## src/rtl/cu_id.sv

```systemverilog
// RV32I decode stage with a one-entry skid buffer so ID_ready is a registered output.
// Optional ID_RV32M_EN accepts R-type funct7=0000001 (RV32M) as legal.
module cu_id #(
    parameter int              PC_W     = 32,
    parameter logic [PC_W-1:0] RESET_PC = '0
) (
    input  logic            soc_clk,
    input  logic            ID_reset,
    input  logic            ID_stall,
    input  logic            ID_flush,
    input  logic            IF_valid,
    input  logic [31:0]     IF_data,
    input  logic [PC_W-1:0] IF_pc,
    output logic            ID_ready,
    output logic            ID_valid,
    output logic [PC_W-1:0] ID_pc,
    output logic [6:0]      ID_opcode,
    output logic [4:0]      ID_rd,
    output logic [2:0]      ID_funct3,
    output logic [4:0]      ID_rs1,
    output logic [4:0]      ID_rs2,
    output logic [6:0]      ID_funct7,
    output logic [31:0]     ID_imm,
    output logic [2:0]      ID_instr_type,
    output logic            ID_illegal
);

    localparam logic [2:0] T_R   = 3'd0;
    localparam logic [2:0] T_I   = 3'd1;
    localparam logic [2:0] T_S   = 3'd2;
    localparam logic [2:0] T_B   = 3'd3;
    localparam logic [2:0] T_U   = 3'd4;
    localparam logic [2:0] T_J   = 3'd5;
    localparam logic [2:0] T_ILL = 3'd7;

    typedef struct packed {
        logic [2:0]  ty;
        logic        ill;
        logic [31:0] imm;
    } dec_t;

    function automatic dec_t decode(input logic [31:0] i);
        dec_t       d;
        logic [2:0] f3;
        logic [6:0] f7;
        logic       ok;
        f3    = i[14:12];
        f7    = i[31:25];
        d.ty  = T_ILL;
        d.imm = '0;
        ok    = 1'b1;
        unique case (i[6:0])
            7'b0110011: begin
                ok = (f7 == 7'h00)
                   || (f7 == 7'h20 && (f3 == 3'b000 || f3 == 3'b101));
`ifdef ID_RV32M_EN
                if (f7 == 7'h01) ok = 1'b1;
`endif
                d.ty = T_R;
            end
            7'b0010011: begin
                if (f3 == 3'b001) ok = (f7 == 7'h00);
                if (f3 == 3'b101) ok = (f7 == 7'h00 || f7 == 7'h20);
                d.ty  = T_I;
                d.imm = {{20{i[31]}}, i[31:20]};
            end
            7'b0000011, 7'b1100111, 7'b1110011, 7'b0001111: begin
                d.ty  = T_I;
                d.imm = {{20{i[31]}}, i[31:20]};
            end
            7'b0100011: begin
                d.ty  = T_S;
                d.imm = {{20{i[31]}}, i[31:25], i[11:7]};
            end
            7'b1100011: begin
                d.ty  = T_B;
                d.imm = {{19{i[31]}}, i[31], i[7], i[30:25], i[11:8], 1'b0};
            end
            7'b0110111, 7'b0010111: begin
                d.ty  = T_U;
                d.imm = {i[31:12], 12'b0};
            end
            7'b1101111: begin
                d.ty  = T_J;
                d.imm = {{11{i[31]}}, i[31], i[19:12], i[20], i[30:21], 1'b0};
            end
            default: ok = 1'b0;
        endcase
        d.ill = ~ok;
        if (!ok) begin
            d.ty  = T_ILL;
            d.imm = '0;
        end
        return d;
    endfunction

    logic            skid_valid;
    logic [31:0]     skid_data;
    logic [PC_W-1:0] skid_pc;
    logic [31:0]     src_data;
    logic [PC_W-1:0] src_pc;
    dec_t            src_dec;
    logic            accept;
    logic            drain;

    assign ID_ready = ~skid_valid;
    assign accept   = IF_valid & ID_ready;
    assign drain    = ID_valid & ~ID_stall;

    // SKID is always older than IF, so it wins the OUT slot when occupied
    always_comb begin
        src_data = skid_valid ? skid_data : IF_data;
        src_pc   = skid_valid ? skid_pc : IF_pc;
        src_dec  = decode(src_data);
    end

    always_ff @(posedge soc_clk) begin
        if (ID_reset) begin
            ID_valid      <= 1'b0;
            ID_pc         <= RESET_PC;
            ID_opcode     <= '0;
            ID_rd         <= '0;
            ID_funct3     <= '0;
            ID_rs1        <= '0;
            ID_rs2        <= '0;
            ID_funct7     <= '0;
            ID_imm        <= '0;
            ID_instr_type <= '0;
            ID_illegal    <= 1'b0;
            skid_valid    <= 1'b0;
            skid_data     <= '0;
            skid_pc       <= '0;
        end else if (ID_flush) begin
            ID_valid   <= 1'b0;
            skid_valid <= 1'b0;
        end else if (!ID_valid || drain) begin
            if (skid_valid || IF_valid) begin
                ID_valid      <= 1'b1;
                ID_pc         <= src_pc;
                ID_opcode     <= src_data[6:0];
                ID_rd         <= src_data[11:7];
                ID_funct3     <= src_data[14:12];
                ID_rs1        <= src_data[19:15];
                ID_rs2        <= src_data[24:20];
                ID_funct7     <= src_data[31:25];
                ID_imm        <= src_dec.imm;
                ID_instr_type <= src_dec.ty;
                ID_illegal    <= src_dec.ill;
                skid_valid    <= 1'b0;
            end else begin
                ID_valid <= 1'b0;
            end
        end else if (accept) begin
            skid_valid <= 1'b1;
            skid_data  <= IF_data;
            skid_pc    <= IF_pc;
        end
    end

endmodule
```

## config.mk

```make
export PLATFORM = sky130hd
export DESIGN_NAME = cu_id
export DESIGN_NICKNAME = d
export VERILOG_FILES = /design/src/rtl/cu_id.sv
export SDC_FILE = /design/constraint.sdc
export NUM_CORES = 1
export LEC_CHECK = 0
export ABC_AREA = 1
export CORE_MARGIN = 5
export CORE_UTILIZATION = 47
export DETAILED_ROUTE_END_ITERATION = 10
export PLACE_DENSITY_LB_ADDON = 0.2
export SYNTH_ARGS = -nofsm -noshare
export SYNTH_HDL_FRONTEND = slang
export SYNTH_SLANG_ARGS = --single-unit
```

## constraint.sdc

```tcl
create_clock -name soc_clk -period 2.94 [get_ports soc_clk]
set_input_delay 0.882 -clock soc_clk [delete_from_list [all_inputs] [get_ports soc_clk]]
set_output_delay 0.882 -clock soc_clk [all_outputs]
set_load 0.01 [all_outputs]
```

==> results.toml, run 1 <==
[clock_network]
postCtsSetupRepairBufs = 0
root_buffer = "clkbuf_16"
post_cts_resize_count = 0
clock-sinks = 166
cts.htree.levels = 4
tritoncts = "yes"
path_clk_slew_ns = 0.06
numCtsBuffers = 17
cts.hold.buffers_added = 0
insertion_delay_ns = 0.42
cts_buffer_depth = 2

[cells_and_area]
diodes = 0
nFillCells = 1352
mostFrequentLayoutCells = "nand2_1 (295), clkdlybuf4s50_1 (169), dfxtp_1 (165)"
final_common_cell = "nand2_1"
drive_above_1_share_pct = 7.76
area.growth.synth_to_final_pct = 34.0
nets = 1269

[floorplan]
start_util_pct = 48.2
die_y_microns = 135
dieArea_sq_mm = 0.0182
chipWidth_microns = 135
boundaryPins = 171
core-area_sq_mm = 0.0153
fp-row-count = 45

[timing]
setup_slack_ns = 0.378
fin_crit_ns = 2.56
hold_ws_ns = 0.453
hold_viol = 0
fin_tns_setup_ns = 0
fin_skew_ns = 0.0115
slew_violations = 0
rsz0062_at_grt = "no"
setup-violations-final = 0
fmax_ghz = 0.390
slew_headroom_pct = 52.6
finalCritPeriodShare_pct = 87.2
tightest_slew_ns = 0.711

[route]
drc = 0
drt-met1-wl_microns = 9370
vias_per_cell = 5.18
detail_route.iter0.violations = 648
highest_layer = "met4"
drt-total-wl_microns = 21000
wl_met3_microns = 1490
wire_per_inst_microns = 14.8
ant_nets = 0
vias = 7368
met2_length_microns = 9820
drtPass1Iterations = 8

[global_routing]
grt.total_usage_pct = 23.1
grt_pass1_vias = 6827
grt_pass1_wl_microns = 34200
overflow = 0
antenna_found_initial = 0
grt_max_degree = 74

[placement]
place.gp.congestion = 0.873
port_buffers = 170
dp_slack_ns = 0.0946
hpwl_microns = 14200

[logic_synthesis]
synth_edf_count = 0
synth_cell_type_count = 27
async_reset_ff_share_pct = 0
synth_area_sq_mm = 0.00735
yosysWarnings = 0
synth_ff_type = "dfxtp_1"
avgSynthCellArea_sq_um = 6.96
syn_inst = 1057
synth_fp_nets = 1126
yosys_register_bits = 166
yosysSeqAreaShare_pct = 45.2

[run_status]
status = "complete, no violations"

[power]
p_leak_uw = 0.00403
ir_drop_mv = 0.365
total_power_uw = 5230
power_density_mw_per_mm2 = 531

[worst_setup_path]
critical_path_required_ns = 2.06
worst_setup_path_start_kind = "register"
path_max_fanout = 24
path_class = "reg2out"
end_kind = "output port"
worstPathArrival_ns = 1.68

[run]
drv_cap = 0

[hold_path]
hold_class = "reg2reg"
## worst paths after layout
| path | startpoint | endpoint | slack [ns] | cells past startpoint |
|---|---|---|---|---|
| setup / recovery | skid_valid | ID_ready | 0.38 | 2 |
| hold reg to reg | skid_data[6] | skid_data[6] | 0.45 | 2 |
| hold / removal | skid_data[6] | skid_data[6] | 0.45 | 2 |
| setup reg to reg | skid_valid | ID_imm[6] | 0.61 | 13 |
## where the power goes
group          internal (uW)  switching, uW
clock network           1400            869
logic                    289            318
registers               2320           38.4
## metal layers
layer / vias up / track usage (%)
li1: 3726 / -
met1: 3363 / 30.7
met2: 253 / 37.7
met4: 0 / 6.49
met5: - / 0
met3: 26 / 5.37
## flip-flops by register name (all words and copies together) (netlist names), 3 cells and up
register,count
ID_funct7,7
ID_pc,32
ID_rd,5
ID_funct3,3
skid_data,32
ID_rs2,5
ID_imm,32
ID_instr_type,3
ID_opcode,7
ID_rs1,5
skid_pc,32
## critical path, cell delays in order, from the launching register on
cell	delay, ns
dfxtp_2	0.33
inv_2	0.31
clkdlybuf4s50_1	0.62
## Yosys cell counts, types with 3 or more instances
master      n  area share (%)
nand2_1   295              15
dfxtp_1   166              45
nor2_1    154             7.9
o21ai_0   109             7.4
a21oi_1    75             5.1
clkbuf_1   52             2.7
nand3_1    46             3.1
inv_1      45             2.3
a31oi_1    33             2.8
a211oi_1   14             1.4
buf_2      13            0.88
nand2_2     9            0.77
nand4_1     8            0.68
buf_6       7             1.1
inv_2       7            0.36
or2_2       5            0.43
buf_4       3            0.31
nor2_2      3            0.26
nor2_4      3            0.46
## kinds of logic after synthesis
kind of cell,share of synthesized area (%)
AO/OA/AOI/OAI,17.2
buffers and inverters,7.57
flip-flops,45.2
AND/OR/NAND/NOR,30.0
## metrics by stage
stage          utilization [%]  std cells  instance area [sq um]
5_1_grt                   64.6       1422                   9860
6_report                  64.6       1422                   9860
3_5_place_dp              60.7       1392                   9260
3_3_place_gp              60.7       1392                   9260
4_1_cts                   64.6       1422                   9860
2_1_floorplan                -       1057                   7350
## area by class of cell
type,count,area (sq um),share of cell area (%)
repair buffers,199,2000,20.3
multi-input cells,764,3470,35.2
inverters,52,195,1.98
clock inverters,7,120,1.22
well taps,211,264,2.68
clock buffers,23,478,4.85
flip-flops and latches,166,3320,33.7
No activity file was read; power rests on OpenSTA's default activity.
==> inputs of run 2 (changes only) <==
CORE_UTILIZATION = 45   (was 47)
clock period = 2.3 ns   (was 2.94 ns; I/O delays follow)
==> run 2 against run 1 <==
  * Clock power rose by 24%
  * Final area is 5.2% higher
  * Setup slack worse by 0.29 ns
  * Sequential share of layout area fell by 1.6 points
  * Clock-buffer cell count down 4
  * Hold slack got worse by 0.0023 ns
  * Global-route usage decreased by 0.065 points
  * Final cell count grew 3.8%
  * Die area rose by 4.1%
==> results.toml, run 2 (synthesis results as in run 1) <==
[run]
drv_cap = 0

[placement]
placed_cell_area_sq_mm = 0.00970
hpwl_microns = 15200
place.gp.congestion = 0.902
port_buffers = 170

[timing]
fmax_ghz = 0.452
slew_violations = 0
slew_headroom_pct = 72.2
fin_skew_ns = 0.0101
fin_tns_setup_ns = 0
hold_viol = 0
tightest_slew_ns = 0.413
finalCritPeriodShare_pct = 96.3
fin_crit_ns = 2.21
setup-violations-final = 0

[floorplan]
fp-row-count = 46
start_util_pct = 46.1
dieArea_sq_mm = 0.0190
boundaryPins = 171
chipWidth_microns = 138
die_y_microns = 138
core-area_sq_mm = 0.0159

[clock_network]
numCtsBuffers = 17
insertion_delay_ns = 0.43
cts.hold.buffers_added = 0
path_clk_slew_ns = 0.06
root_buffer = "clkbuf_16"
cts.htree.levels = 4
cts_buffer_depth = 2
clock-sinks = 166
tritoncts = "yes"

[cells_and_area]
fin_area_sq_mm = 0.0104
nets = 1316
diodes = 0
multi_input_area_sq_mm = 0.00348
drive_above_1_share_pct = 11.8
seq_area_sq_mm = 0.00333
mostFrequentLayoutCells = "nand2_1 (291), clkdlybuf4s50_1 (169), dfxtp_1 (165)"
final_common_cell = "nand2_1"
nFillCells = 1438
area.growth.synth_to_final_pct = 41.0

[global_routing]
grt.total_usage_pct = 23.0
grt_pass1_wl_microns = 34600
overflow = 0
grt_pass1_vias = 6778
grt_max_degree = 74
antenna_found_initial = 1

[worst_setup_path]
worst_setup_path_start_kind = "register"
end_kind = "output port"
path_max_fanout = 23
critical_path_required_ns = 1.61
worstPathArrival_ns = 1.52
path_class = "reg2out"

[hold_path]
hold_class = "reg2reg"

[route]
detail_route.iter0.violations = 681
drtPass1Iterations = 5
drt-total-wl_microns = 21800
drc = 0
ant_nets = 0
wire_per_inst_microns = 14.8
vias = 7526
vias_per_cell = 5.10

[run_status]
status = "complete, no violations"

[power]
p_leak_uw = 0.00429
power_density_mw_per_mm2 = 644
ir_drop_mv = 0.519
-- run 2: cell types whose count changed in the layout (fill, tap and decap cells not counted), sizes merged --
cell / change
buf: +45
bufinv: -1
clkbuf: -2
clkinv: +1
clkinvlp: +3
inv: +3
-- run 2: cell type report --
cell class | instances | area share, %
multi-input cells | 764 | 33.6
flip-flops and latches | 166 | 32.1
inverters | 52 | 1.95
well taps | 216 | 2.61
clock inverters | 13 | 1.39
clock buffers | 19 | 4.27
repair buffers | 246 | 24.1
-- run 2: layer usage --
| layer | share of wire [%] | GRT usage (%) |
|---|---|---|
| met5 | 0.060 | 0 |
| met4 | 1.5 | 6.81 |
| met3 | 6.9 | 5.11 |
| met2 | 48 | 37.8 |
| met1 | 44 | 30.4 |
-- run 2: critical path: stages, from the launching register on --
cell	delay [ns]
dfxtp_4	0.39
inv_8	0.15
clkdlybuf4s50_1	0.56
-- run 2: power breakdown --
group	total (uW)	internal (uW)	leakage, uW	switching [uW]
Clock	2820	1640	0.000277	1190
Sequential	3010	2970	0.00135	47.9
Combinational	839	421	0.00266	418
Total	6680	5030	0.00429	1650
-- run 2: through the flow --
step,hold WS [ns],instances,worst slack (ns),util (%),power (uW)
floorplan,0.429,1057,0.325,-,3450
detailed placement,0.446,1441,-0.321,60.8,3910
CTS,0.455,1473,0.0197,64.5,6730
global route,0.480,1476,-0.0126,65.0,6950
global placement,0.440,1441,-0.265,60.8,3910
finish,0.451,1476,0.0854,65.0,6680
-- run 2: timing repair --
item                                    CTS  global route
endpoints found under the setup margin    1            33
gates resized for setup                   1             8
buffers inserted                          0             1
pin swaps                                 0             1
gates cloned                              0             2
-- run 2: final timing paths --
check             cells past startpoint          start  slack (ns)       endpoint
setup / recovery                      2     skid_valid        0.09       ID_ready
hold reg to reg                       2  skid_data[27]        0.45  skid_data[27]
setup reg to reg                     13     skid_valid        0.30      ID_imm[2]
hold / removal                        2  skid_data[27]        0.45  skid_data[27]
